==> config.mk <==
export PLATFORM = sky130hd
export DESIGN_NAME = branch_unit_rs
export DESIGN_NICKNAME = d
export VERILOG_FILES = /design/src/rtl/branch_pkg.sv /design/src/rtl/return_stack.sv /design/src/rtl/branch_unit_rs.sv
export SDC_FILE = /design/constraint.sdc
export NUM_CORES = 1
export LEC_CHECK = 0
export CAP_MARGIN = 20
export CORE_MARGIN = 2
export CORE_UTILIZATION = 35
export CTS_CLUSTER_DIAMETER = 120
export DETAILED_ROUTE_END_ITERATION = 8
export SYNTH_ARGS = -nofsm -noshare
export SYNTH_HDL_FRONTEND = slang
export SYNTH_SLANG_ARGS = --single-unit
==> constraint.sdc <==
create_clock -name clk -period 5.1 [get_ports clk]
set_input_delay 1.53 -clock clk [delete_from_list [all_inputs] [get_ports clk]]
set_output_delay 1.53 -clock clk [all_outputs]
set_load 0.02 [all_outputs]
==> src/rtl/branch_pkg.sv <==
// Shared types for the branch unit: condition bit indices,
// opcode enum and the ret > call > branch priority encoder.
package branch_pkg;

    localparam int FLAG_W = 4;

    localparam int COND_ALWAYS  = 0;
    localparam int COND_LESS    = 1;
    localparam int COND_EQUAL   = 2;
    localparam int COND_GREATER = 3;

    typedef enum logic [1:0] {
        OP_NONE,
        OP_BR,
        OP_CALL,
        OP_RET
    } br_op_t;

    function automatic br_op_t op_decode(
        input logic br,
        input logic call,
        input logic ret
    );
        br_op_t op;
        op = OP_NONE;
        priority case (1'b1)
            ret:     op = OP_RET;
            call:    op = OP_CALL;
            br:      op = OP_BR;
            default: op = OP_NONE;
        endcase
        return op;
    endfunction

endpackage

==> src/rtl/return_stack.sv <==
// Circular return-address stack; a push while full overwrites the oldest.
// Ports: push/pop/din in, dout (top entry), empty/full, sticky overflow/underflow.
module return_stack
    import branch_pkg::*;
#(
    parameter int DEPTH = 4,
    parameter int W     = 9
) (
    input  logic         clk,
    input  logic         reset,
    input  logic         push,
    input  logic         pop,
    input  logic [W-1:0] din,
    output logic [W-1:0] dout,
    output logic         empty,
    output logic         full,
    output logic         overflow,
    output logic         underflow
);

    localparam int PW = $clog2(DEPTH);
    localparam int CW = PW + 1;

    if (DEPTH < 2 || (DEPTH & (DEPTH - 1)) != 0) begin : g_depth_chk
        $error("return_stack: DEPTH must be a power of two >= 2");
    end

    logic [PW-1:0] top_q, top_d;
    logic [CW-1:0] cnt_q, cnt_d;
    logic          ovf_q, ovf_d;
    logic          unf_q, unf_d;
    logic [W-1:0]  mem_q [DEPTH];

    assign empty     = (cnt_q == '0);
    assign full      = (cnt_q == CW'(DEPTH));
    assign overflow  = ovf_q;
    assign underflow = unf_q;
    assign dout      = mem_q[top_q];

    always_comb begin
        top_d = top_q;
        cnt_d = cnt_q;
        ovf_d = ovf_q;
        unf_d = unf_q;
        if (push) begin
            top_d = top_q + PW'(1);
            if (full) ovf_d = 1'b1;
            else      cnt_d = cnt_q + CW'(1);
        end else if (pop) begin
            if (empty) begin
                unf_d = 1'b1;
            end else begin
                top_d = top_q - PW'(1);
                cnt_d = cnt_q - CW'(1);
            end
        end
    end

    always_ff @(posedge clk) begin
        if (reset) begin
            top_q <= '0;
            cnt_q <= '0;
            ovf_q <= 1'b0;
            unf_q <= 1'b0;
        end else begin
            top_q <= top_d;
            cnt_q <= cnt_d;
            ovf_q <= ovf_d;
            unf_q <= unf_d;
        end
    end

    // Storage has no reset; a push in a reset cycle is dropped.
    always_ff @(posedge clk) begin
        if (!reset && push) mem_q[top_d] <= din;
    end

endmodule

==> src/rtl/branch_unit_rs.sv <==
// Branch controller: flag register, condition logic, target mux, return stack.
// Ports: ALU equal/less, flag write, opcode strobes, immediate, pc_next in;
// address/branch redirect, flag_q and stack status out.
module branch_unit_rs
    import branch_pkg::*;
#(
    parameter int IMM_W       = 6,
    parameter int SHIFT       = 3,
    parameter int ADDR_W      = 9,
    parameter int STACK_DEPTH = 4
) (
    input  logic              clk,
    input  logic              reset,
    input  logic              equal,
    input  logic              less,
    input  logic              w_flag,
    input  logic [FLAG_W-1:0] flag_in,
    input  logic              branch_instr,
    input  logic              call_instr,
    input  logic              ret_instr,
    input  logic [IMM_W-1:0]  immediate,
    input  logic [ADDR_W-1:0] pc_next,
    output logic [ADDR_W-1:0] address,
    output logic              branch,
    output logic [FLAG_W-1:0] flag_q,
    output logic              stack_empty,
    output logic              stack_full,
    output logic              overflow,
    output logic              underflow
);

    if (ADDR_W < IMM_W + SHIFT) begin : g_width_chk
        $error("branch_unit_rs: ADDR_W must be >= IMM_W + SHIFT");
    end

    logic [FLAG_W-1:0] flag_d;
    br_op_t            op;
    logic              taken;
    logic [ADDR_W-1:0] imm_sh;
    logic [ADDR_W-1:0] ras_top;

    assign flag_d = w_flag ? flag_in : flag_q;

    always_ff @(posedge clk) begin
        if (reset) flag_q <= '0;
        else       flag_q <= flag_d;
    end

    assign op = op_decode(branch_instr, call_instr, ret_instr);

    // Decision uses the registered flags, never flag_in.
    assign taken = flag_q[COND_ALWAYS]
                 | (flag_q[COND_LESS]    & less)
                 | (flag_q[COND_EQUAL]   & equal)
                 | (flag_q[COND_GREATER] & ~less & ~equal);

    assign imm_sh = ADDR_W'(immediate) << SHIFT;

    return_stack #(
        .DEPTH (STACK_DEPTH),
        .W     (ADDR_W)
    ) u_ras (
        .clk       (clk),
        .reset     (reset),
        .push      (op == OP_CALL),
        .pop       (op == OP_RET),
        .din       (pc_next),
        .dout      (ras_top),
        .empty     (stack_empty),
        .full      (stack_full),
        .overflow  (overflow),
        .underflow (underflow)
    );

    always_comb begin
        address = imm_sh;
        branch  = 1'b0;
        unique case (op)
            OP_BR:   branch = taken;
            OP_CALL: branch = 1'b1;
            OP_RET: begin
                if (stack_empty) begin
                    address = '0;
                end else begin
                    branch  = 1'b1;
                    address = ras_top;
                end
            end
            default: branch = 1'b0;
        endcase
    end

endmodule

---- After elaboration in Yosys (flattened, before gate mapping) ----
Memories as Yosys holds them, arrays and structs flattened. A register that Yosys moved wholly into a read port is not among the register bits.
Cells that the tools add are included.
storage, ports and cells
  register bits after elaboration ......... 11
  bits in writable memories ............... 36
  input bits .............................. 27
  output and inout bits ................... 18
  word-level logic and storage cells ...... 50
  memories ................................ 1
operators by class
  add/sub/neg operators ................... 4
  eq/ne operators ......................... 6
  muxes and demuxes ....................... 17
  bitwise gates (word level) .............. 10
  reduce and logical (&&, ||, !) cells .... 7
memories
  name         words  bits a word  rd ports  clocked after memory_dff  write ports  line                text
  u_ras.mem_q  4      9            1         1                         1            return_stack.sv:32  logic [W-1:0] mem_q [DEPTH];
operators by type and width
  operator               count
  $mux W9                2
  $mux W2                6
  $mux W3                4
  $reduce_and A3 Y1      2
  $and A1 B1 Y1          4
  $eq A2 B2 Y1 const B   2
  $mux W1                4
  $add A3 B1 Y3 const B  1
  $eq A3 B3 Y1 const B   1
  $logic_not A3 Y1       1
  $not A1 Y1             3
  $or A1 B1 Y1           3
  $pmux W1 S3            1
  $sub A3 B1 Y3 const B  1
  $add A2 B1 Y2 const B  1
  $eq A2 B1 Y1 const B   1
  $ne A2 B1 Y1 const B   1
  $ne A2 B2 Y1 const B   1
  $reduce_and A2 Y1      1
  $reduce_bool A2 Y1     1
  $sub A2 B1 Y2 const B  1
  $logic_and A1 B1 Y1    1
  $logic_not A1 Y1       1

---- Logic depth before layout (Yosys ltp) ----
Gate-level depths: netlist of run 1.
  word-level depth ........................ 7
  mapped depth ............................ 6
  gate-level depth less buffers ........... 5

---- Hierarchy ----
A second synthesis of run 1 with hierarchy kept.
second synthesis, totals
  cells, all modules ...................... 137
  area total of the unflattened synthesis .. 2014.4 um2
by module, submodules not included
  module          instances  cells an instance  area an instance (um2)  seq. area each (um2)
  return_stack    1          93                 1707.9                  1221.2
  branch_unit_rs  1          44                 306.5                   80.1

---- Least setup slack after synthesis of run 1 ----
OpenSTA, ideal clock, no wires.
  path type ............................... input port to output port
  start ................................... in ret_instr
  end ..................................... out address[3]
  data arrival time ....................... 2.376 ns
  required time ........................... 3.570 ns
  path slack .............................. 1.194 ns
  stages on the path ...................... 4
  buffers on the path ..................... 1
  cells stage by stage .................... buf_2 > inv_1 > nor2_1 > a22o_1
between the ends
  longest elaborated chain between the ends .. 3
RTL lines
  element          line                  text
  start, declared  branch_unit_rs.sv:20  input logic ret_instr,
  $mux W2          branch_pkg.sv:26      priority case (1'b1)
  $eq A2 B2 Y1     branch_unit_rs.sv:78  unique case (op)
  $mux W9          branch_unit_rs.sv:78
  end, declared    branch_unit_rs.sv:23  output logic [ADDR_W-1:0] address,
Every way passes these cells.

---- Final worst setup path of run 1 ----
  start ................................... in ret_instr
  end ..................................... out address[8]
The elaborated chain is that of the path after synthesis.

==> reports/metrics.cfg, run 1 <==
[status]
status=finished, final reports clean

[floorplanning]
die-width_um=79.23
ioPinCount=45
die-area_um2=6277
rows=27
start_util_pct=36.19
die-height_um=79.23
core_um2=5473

[timing]
max_freq_mhz=211.0
holdWs_ps=491.5
period_share_pct=92.94
tightest_slew_ps=722.5
rsz0062_at_grt=no
slew_violations=0
fin_crit_ps=4740
relSlewSlack_pct=51.68
setup_tns_ps=0
fin_skew_ps=6.063
setup_violations=0
finalHoldViolCount=0

[drt]
routed_wl_um=3919
num_vias=1228
dr.pass1.iters=4
drc=0
detail-route-antenna-nets=0
post_drt_wl_per_cell_um=15.93
drt_iter0_markers=38
via_per_inst=4.992

[clock_tree]
h-tree-depth=2
cts_setup_buffers=0
path_clk_slew_ps=80
cts_resized=0
clkLatencyLatePin_ps=300
cts_sinks=47
cts_root_buf=clkbuf_8
cts_buffer_depth=2
cts_tree=done
cts_hold_buf=0
cts_made_buffers=5

[grt]
grt_pass1_wl_um=6348
grt_overflow_total=0
antenna_found_initial=0
grtUsageTotal_pct=13.56
grt_max_degree=19
grt_pass1_vias=1266

[power]
ir_worst_vdd_uv=170.7
net-switching-power_w=0.0003161
switching_share_pct=30.49
p_per_area_nw_per_um2=394.4
p_int_w=0.0007205
power_leakage_nw=0.8775
comb_power_share_pct=31.2
seqPwrFrac_pct=48.0
pwr-share-clk_pct=20.7

[worst_setup_path]
crit_chain=clkdlybuf4s50_1, inv_1, nor2_1, buf_4, a22o_1, clkdlybuf4s50_1
worstPathRequired_ps=3570
cpMaxStageDelayCell=clkdlybuf4s50_1
crit_path_frequent_cell=clkdlybuf4s50_1
arrival_ps=3210
start_kind=primary input
path_class=primary input to primary output
crit_fanout=8
slowest_delay_ps=600
endpoint_kind=primary output

[final_layout]
nets=201
area_delta_synth_final_pct=32.72
antenna_cells=0
drive_gt1_share_pct=18.39

[synth]
synth_ff_type=edfxtp_1
ys_ff_latch=47
syn_area_um2=1981
yosysTopAreaCellShare_pct=54.58
synth_top_family_by_area=multiplexers
synth_area_per_cell_um2=16.23
synthXorXnorAreaFrac_pct=0.8844
synth_cells=122
yosys.area_share.adder_pct=1.011
ys_warn_count=0
synth_commonest_cells=36 x edfxtp_1, 11 x dfxtp_1, 11 x nor2_1, 9 x mux4_2
synth_edf_count=36
synth_cell_types=32
yosysSeqAreaShare_pct=65.70
netlist.top_cell.by_area=edfxtp_1
async_reset_ff_share_pct=0
synth_mux_area_share_pct=14.47
synth_nets=150
synth_area_leaders=edfxtp_1 55%, dfxtp_1 11%, mux4_2 10%
synth_compound_area_share_pct=7.391
synth_most_common_cell=edfxtp_1
synth_simple_gate_area_share_pct=7.960

[placement]
place_congestion=0.7088
port_buffers=44
dp_hpwl_um=2721

[flow_run]
drv_cap=0

[min_path]
min_path_type=flop to flop

-- cell usage in the layout, fill, tap and decap left out, drive strengths merged, types with 2 or more instances in the layout --
cell           instances
a21oi                  4
a22o                   6
buf                    7
clkbuf                 5
clkdlybuf4s50         44
clkinv                 3
dfxtp                 11
edfxtp                36
inv                    2
mux2                   3
mux2i                  5
mux4                   9
nand2                  2
nor2                  11
nor2b                  6
nor3b                  2
nor4b                  2
o311ai                 2
-- metrics by stage --
step	instance area [um^2]	utilization (%)	instances	setup slack (ps)	power, W
final	2629	48.03	246	360.1	0.001037
after floorplan	1981	-	122	1194	0.0007013
after global routing	2629	48.03	246	271.4	0.001098
after detailed placement	2545	46.50	238	353.9	0.0008353
after CTS	2629	48.03	246	348.0	0.001054
after global placement	2545	46.50	238	384.0	0.0008279
-- registers in the layout, summed over array words and instances (netlist names) --
register / count
flag_q: 4
u_ras.underflow: 1
u_ras.mem_q: 36
u_ras.cnt_q: 3
u_ras.overflow: 1
u_ras.top_q: 2
-- logic make-up (layout without fill, tap and decap cells) --
| family | count (synthesis) | count (layout) |
|---|---|---|
| AOI/OAI and AO/OA | 18 | 18 |
| xor gates and xnor gates | 2 | 2 |
| adders and majority gates | 1 | 1 |
| buffers and inverters | 9 | 61 |
| DFF | 47 | 47 |
| muxes | 17 | 17 |
| and+or+nand+nor | 28 | 28 |
-- cell type report --
type,count,area [um^2]
well taps,72,90.09
multi-input cells,66,653.1
fillers,492,2844
flip-flops and latches,47,1301
clock buffers,5,68.82
inverters,2,7.507
repair buffers,51,493.0
clock inverters,3,15.01
-- worst paths after layout --
check             cells past startpoint                end  slack [ps]           start
hold reg to reg                       2     u_ras.overflow         490  u_ras.overflow
setup reg to reg                      3  u_ras.mem_q[0][8]        3220  u_ras.top_q[0]
hold / removal                        2     u_ras.overflow         490  u_ras.overflow
setup / recovery                      6         address[8]         360       ret_instr
-- routing by layer --
metal	vias to the layer above	wire length (um)	global-route usage, %	part of all wire, %
met5	-	0	0	0
met4	0	44	3.621	1.1
met3	5	230	3.977	5.9
met2	40	1917	23.81	49
met1	606	1726	16.24	44
li1	577	-	-	-
-- power groups by stage --
stage / logic [W] / clock network, W / registers (W)
final: 0.000324 / 0.000215 / 0.000498
after global routing: 0.000352 / 0.000239 / 0.000507
after CTS: 0.000329 / 0.000224 / 0.000500
after detailed placement: 0.000326 / 0 / 0.000509
after global placement: 0.000321 / 0 / 0.000507
after floorplan: 0.000218 / 0 / 0.000483
-- worst max-delay path, delay by kind of cell --
kind,cells,cell delay (ps)
buffers and inverters,4,1390
AND/OR/NAND/NOR,1,140
AO/OA/AOI/OAI,1,140
No activity file was read; power rests on OpenSTA's default activity.
==> inputs of run 2 (changes only) <==
--- a/config.mk
+++ b/config.mk
@@ -13,3 +13,4 @@
 export SYNTH_ARGS = -nofsm -noshare
 export SYNTH_HDL_FRONTEND = slang
 export SYNTH_SLANG_ARGS = --single-unit
+export TNS_END_PERCENT = 1
==> constraint.sdc (replaced) <==
create_clock -name clk -period 5.1 [get_ports clk]
set_input_delay 1.02 -clock clk [delete_from_list [all_inputs] [get_ports clk]]
set_output_delay 1.02 -clock clk [all_outputs]
set_load 0.02 [all_outputs]
==> reports/metrics.cfg, run 2 (synthesized netlist as in run 1, its figures left out) <==
[power]
net-switching-power_w=0.0003105  ; was 0.0003161 W
switching_share_pct=27.58  ; was 30.49%
ir_worst_vdd_uv=212.8  ; was 170.7 uV
p_int_w=0.0008153  ; was 0.0007205 W
pwr-share-clk_pct=27.8  ; was 20.7%
p_per_area_nw_per_um2=424.0  ; was 394.4 nW/um^2
comb_power_share_pct=27.6  ; was 31.2%
seqPwrFrac_pct=44.6  ; was 48.0%
power_leakage_nw=0.8801  ; was 0.8775 nW

[timing]
slew_violations=0  ; unchanged
rsz0062_at_grt=no  ; unchanged
setup_violations=0  ; unchanged
relSlewSlack_pct=41.50  ; was 51.68%
max_freq_mhz=234.5  ; was 211.0 MHz
fin_crit_ps=4265  ; was 4740 ps
setup_tns_ps=0  ; unchanged
finalHoldViolCount=0  ; unchanged
tightest_slew_ps=876.3  ; was 722.5 ps
fin_skew_ps=7.386  ; was 6.063 ps
period_share_pct=83.62  ; was 92.94%

[worst_setup_path]
path_class=primary input to primary output  ; unchanged
crit_fanout=10  ; was 8
r2r-end=u_ras.mem_q[0][5]  ; was u_ras.mem_q[0][8]
endpoint_kind=primary output  ; unchanged
start_kind=primary input  ; unchanged
cp_top_family=buffers and inverters  ; unchanged
r2r_slack_ps=2970  ; was 3220 ps
rr_worst_depth=2  ; was 3
worstPathRequired_ps=4080  ; was 3570 ps
arrival_ps=3240  ; was 3210 ps
slowest_delay_ps=680  ; was 600 ps
crit_chain=clkdlybuf4s50_1, inv_1, nor2_1, a22o_1, clkdlybuf4s50_1  ; was clkdlybuf4s50_1, inv_1, nor2_1, buf_4, a22o_1, clkdlybuf4s50_1
crit_path_frequent_cell=clkdlybuf4s50_1  ; unchanged
cpMaxStageDelayCell=clkdlybuf4s50_1  ; unchanged
reg2reg_from=u_ras.top_q[0]  ; unchanged
critPathBufInv=3  ; was 4

[drt]
detail-route-antenna-nets=0  ; unchanged
post_drt_wl_per_cell_um=15.48  ; was 15.93 um
via_per_inst=4.988  ; was 4.992
drt_iter0_markers=40  ; was 38
num_vias=1212  ; was 1228
drc=0  ; unchanged
dr.pass1.iters=4  ; unchanged
routed_wl_um=3761  ; was 3919 um

[floorplanning]
start_util_pct=36.19  ; unchanged
die-width_um=79.23  ; unchanged
core_um2=5473  ; unchanged
die-height_um=79.23  ; unchanged
ioPinCount=45  ; unchanged
die-area_um2=6277  ; unchanged
rows=27  ; unchanged

[placement]
place_congestion=0.7136  ; was 0.7088
dp_hpwl_um=2615  ; was 2721 um
dp.cells=235  ; was 238
port_buffers=44  ; unchanged

[clock_tree]
cts_tree=done  ; unchanged
cts_hold_buf=0  ; unchanged
cts_resized=0  ; unchanged
path_clk_slew_ps=80  ; about the same
cts_buffer_depth=2  ; unchanged
cts_made_buffers=5  ; unchanged
cts_setup_buffers=0  ; unchanged
clkLatencyLatePin_ps=290  ; was 300 ps
cts_root_buf=clkbuf_8  ; unchanged
h-tree-depth=2  ; unchanged
cts_sinks=47  ; unchanged

[final_layout]
largest_reg_flops=36  ; unchanged
final_common_cell=clkdlybuf4s50_1  ; unchanged
top_register=u_ras.mem_q  ; unchanged
area_delta_synth_final_pct=34.05  ; was 32.72%
nets=198  ; was 201
layout_common_cells=44 x clkdlybuf4s50_1, 36 x edfxtp_1, 11 x nor2_1, 11 x dfxtp_1, 9 x mux4_2  ; unchanged
drive_gt1_share_pct=16.37  ; was 18.39%
top_regs=u_ras.mem_q: 36 flops, flag_q: 4 flops, u_ras.cnt_q: 3 flops  ; unchanged
finalNonFillerCells=243  ; was 246
antenna_cells=0  ; unchanged

[flow_run]
drv_cap=0  ; unchanged

[grt]
grtUsageTotal_pct=13.17  ; was 13.56%
grt_max_degree=19  ; unchanged
grt_pass1_vias=1235  ; was 1266
grt_pass1_wl_um=6182  ; was 6348 um
grt_overflow_total=0  ; unchanged
antenna_found_initial=0  ; unchanged

[min_path]
holdPathStages=2  ; unchanged
min_to=u_ras.overflow  ; unchanged
min_path_type=flop to flop  ; unchanged
min_from=u_ras.overflow  ; unchanged

[status]
status=finished, final reports clean  ; unchanged

[run 2: layout make-up]
type,count,area [um^2]
clock inverters,2,60.06
multi-input cells,66,653.1
flip-flops and latches,47,1301
fillers,489,2818
inverters,2,7.507
well taps,72,90.09
repair buffers,48,470.5
clock buffers,6,72.57
[run 2: worst max path at each step]
stage | from | endpoint | slack, ps | cells past startpoint
after floorplan | reset | u_ras.mem_q[2][0] | 2200 | 3
after global placement | ret_instr | address[8] | 890 | 5
after detailed placement | ret_instr | address[7] | 860 | 5
after CTS | ret_instr | address[8] | 850 | 5
after global routing | ret_instr | address[8] | 700 | 5
final | ret_instr | address[7] | 840 | 5
[run 2: metal layers]
layer  part of all wire, %  up-vias  global-route usage, %
li1                      -      573                      -
met1                    46      582                  17.32
met2                    45       50                  20.93
met3                   7.7        7                  4.432
met4                   1.2        0                  3.621
met5                     0        -                      0
[run 2: power by group through the flow]
stage / clock [W] / combinational, W / sequential, W
3_3_place_gp: 0 / 0.000311 / 0.000511
2_1_floorplan: 0 / 0.000218 / 0.000483
3_5_place_dp: 0 / 0.000313 / 0.000512
6_report: 0.000313 / 0.000311 / 0.000502
5_1_grt: 0.000337 / 0.000336 / 0.000512
4_1_cts: 0.000322 / 0.000315 / 0.000504
[run 2: tightest hold or removal path, cell delays in order (launching register included)]
cell	delay, ps
dfxtp_1	330
a31oi_1	40
nor2_1	70
[run 2: per-stage QoR]
step                      utilization [%]  area (um^2)  hold WS [ps]  power [W]  setup slack (ps)
after floorplan                         -         1981         550.0  0.0007013              2202
after detailed placement            46.09         2522         463.4  0.0008250             856.0
after global placement              46.09         2522         463.8  0.0008219             892.2
after CTS                           48.51         2655         481.6   0.001141             847.1
final                               48.51         2655         476.8   0.001126             835.5
after global routing                48.51         2655         514.1   0.001185             696.0
==> inputs of run 3 (changes only) <==
==> constraint.sdc (replaced) <==
create_clock -name clk -period 3.5 [get_ports clk]
set_input_delay 0.7 -clock clk [delete_from_list [all_inputs] [get_ports clk]]
set_output_delay 0.7 -clock clk [all_outputs]
set_load 0.02 [all_outputs]
==> reports/metrics.cfg, run 3 (synthesized netlist as in run 1, its figures left out) <==
[status]
status=finished, final reports clean  ; unchanged

[grt]
grt_max_degree=19  ; unchanged
grt_overflow_total=0  ; unchanged
grtUsageTotal_pct=13.58  ; was 13.17%
grt_pass1_wl_um=6417  ; was 6182 um
antenna_found_initial=0  ; unchanged
grt_pass1_vias=1250  ; was 1235

[worst_setup_path]
endpoint_kind=primary output  ; unchanged
worstPathRequired_ps=2800  ; was 4080 ps
path_class=primary input to primary output  ; unchanged
r2r-end=u_ras.mem_q[0][4]  ; was u_ras.mem_q[0][5]
rr_worst_depth=2  ; unchanged
start_kind=primary input  ; unchanged
arrival_ps=2350  ; was 3240 ps
crit_fanout=8  ; was 10
r2r_slack_ps=1850  ; was 2970 ps
reg2reg_from=u_ras.top_q[1]  ; was u_ras.top_q[0]

[power]
p_per_area_nw_per_um2=587.3  ; was 424.0 nW/um^2
ir_worst_vdd_uv=254.1  ; was 212.8 uV
power_leakage_nw=0.8809  ; was 0.8801 nW

[final_layout]
utilization_pct=48.29  ; was 48.51%
largest_reg_flops=36  ; unchanged
top_register=u_ras.mem_q  ; unchanged
top_regs=u_ras.mem_q: 36 flops, flag_q: 4 flops, u_ras.cnt_q: 3 flops  ; unchanged
layout_common_cells=44 x clkdlybuf4s50_1, 36 x edfxtp_1, 11 x nor2_1, 11 x dfxtp_1, 9 x mux4_2  ; unchanged
nets=201  ; was 198
fillers=487  ; was 489
final_common_cell=clkdlybuf4s50_1  ; unchanged
area_delta_synth_final_pct=33.42  ; was 34.05%
antenna_cells=0  ; unchanged
drive_gt1_share_pct=18.39  ; was 16.37%

[timing]
fin_crit_ps=3053
slew_violations=0  ; unchanged
fin_skew_ps=12.88  ; was 7.386 ps
max_freq_mhz=327.5
finalHoldViolCount=0  ; unchanged
tightest_slew_ps=723.0  ; was 876.3 ps
period_share_pct=87.24
setup_tns_ps=0  ; unchanged
rsz0062_at_grt=no  ; unchanged
relSlewSlack_pct=51.65  ; was 41.50%
setup_violations=0  ; unchanged

[clock_tree]
clkLatencyLatePin_ps=300  ; was 290 ps
cts_root_buf=clkbuf_8  ; unchanged
path_clk_slew_ps=100  ; was 80 ps
cts_buffer_depth=2  ; unchanged
cts_hold_buf=0  ; unchanged
cts_setup_buffers=0  ; unchanged
cts_made_buffers=5  ; unchanged
cts_sinks=47  ; unchanged
h-tree-depth=2  ; unchanged
cts_resized=0  ; unchanged
cts_tree=done  ; unchanged

[flow_run]
drv_cap=0  ; unchanged

[placement]
port_buffers=44  ; unchanged
place_congestion=0.7126  ; was 0.7136
dp_hpwl_um=2794  ; was 2615 um

[drt]
post_drt_wl_per_cell_um=16.38  ; was 15.48 um
routed_wl_um=4030  ; was 3761 um
dr.pass1.iters=4  ; unchanged
via_per_inst=5.057  ; was 4.988
drt_iter0_markers=65  ; was 40
num_vias=1244  ; was 1212
drc=0  ; unchanged
detail-route-antenna-nets=0  ; unchanged

[min_path]
min_to=u_ras.overflow  ; unchanged
min_from=u_ras.overflow  ; unchanged
min_path_type=flop to flop  ; unchanged
holdPathStages=2  ; unchanged

[floorplanning]
die-height_um=79.23  ; unchanged
ioPinCount=45  ; unchanged
start_util_pct=36.19  ; unchanged
core_um2=5473  ; unchanged
die-width_um=79.23  ; unchanged
die-area_um2=6277  ; unchanged
rows=27  ; unchanged

## run 3: cell types whose count changed in the layout (fill, tap and decap cells not counted), sizes merged
cell,change
buf,+3
bufinv,-2
inv,+3
clkbuf,-1
## run 3: how the worst max path moves through the flow
stage | depth (start not counted) | to | startpoint | slack [ps]
2_1_floorplan | 3 | u_ras.mem_q[2][0] | reset | 920
3_3_place_gp | 6 | address[8] | ret_instr | 440
3_5_place_dp | 6 | address[8] | ret_instr | 430
4_1_cts | 6 | address[8] | ret_instr | 430
5_1_grt | 6 | address[8] | ret_instr | 340
6_report | 6 | address[8] | ret_instr | 450
## run 3: final cells by class
class                   instances  area, um^2  area share [%]
flip-flops and latches         47        1301           49.24
multi-input cells              66       653.1           24.72
repair buffers                 51       493.0           18.66
well taps                      72       90.09           3.409
clock buffers                   5       68.82           2.604
clock inverters                 3       28.78           1.089
inverters                       2       7.507          0.2841
## run 3: critical path, cell delays in order
cell	delay, ps
clkdlybuf4s50_1	470
inv_1	150
nor2_1	130
buf_4	160
a22o_1	140
clkdlybuf4s50_1	600
## run 3: stage by stage
step / total power, W / instance area (um^2) / std cells / worst slack [ps] / hold slack, ps
global placement: 0.001206 / 2545 / 238 / 443.7 / 449.4
detailed placement: 0.001220 / 2545 / 238 / 432.6 / 464.5
finish: 0.001552 / 2643 / 246 / 446.8 / 486.1
floorplan: 0.001022 / 1981 / 122 / 921.7 / 550.0
CTS: 0.001573 / 2643 / 246 / 426.4 / 488.5
global route: 0.001642 / 2643 / 246 / 335.5 / 528.9
## run 3: metal layers
| metal | GRT usage, % | vias up | wire (um) |
|---|---|---|---|
| met3 | 4.205 | 0 | 292 |
| met1 | 18.09 | 619 | 1745 |
| met2 | 22.37 | 44 | 1992 |
| met4 | 2.069 | 0 | 0 |
| met5 | 0 | - | 0 |
| li1 | - | 581 | - |
## run 3: where the power goes
part	switching, W	total (W)	internal (W)	leakage, nW
sequential	0.0000628	0.000707	0.000644	0.416
clock	0.000202	0.000353	0.000151	0.0511
combinational	0.000222	0.000493	0.000270	0.414
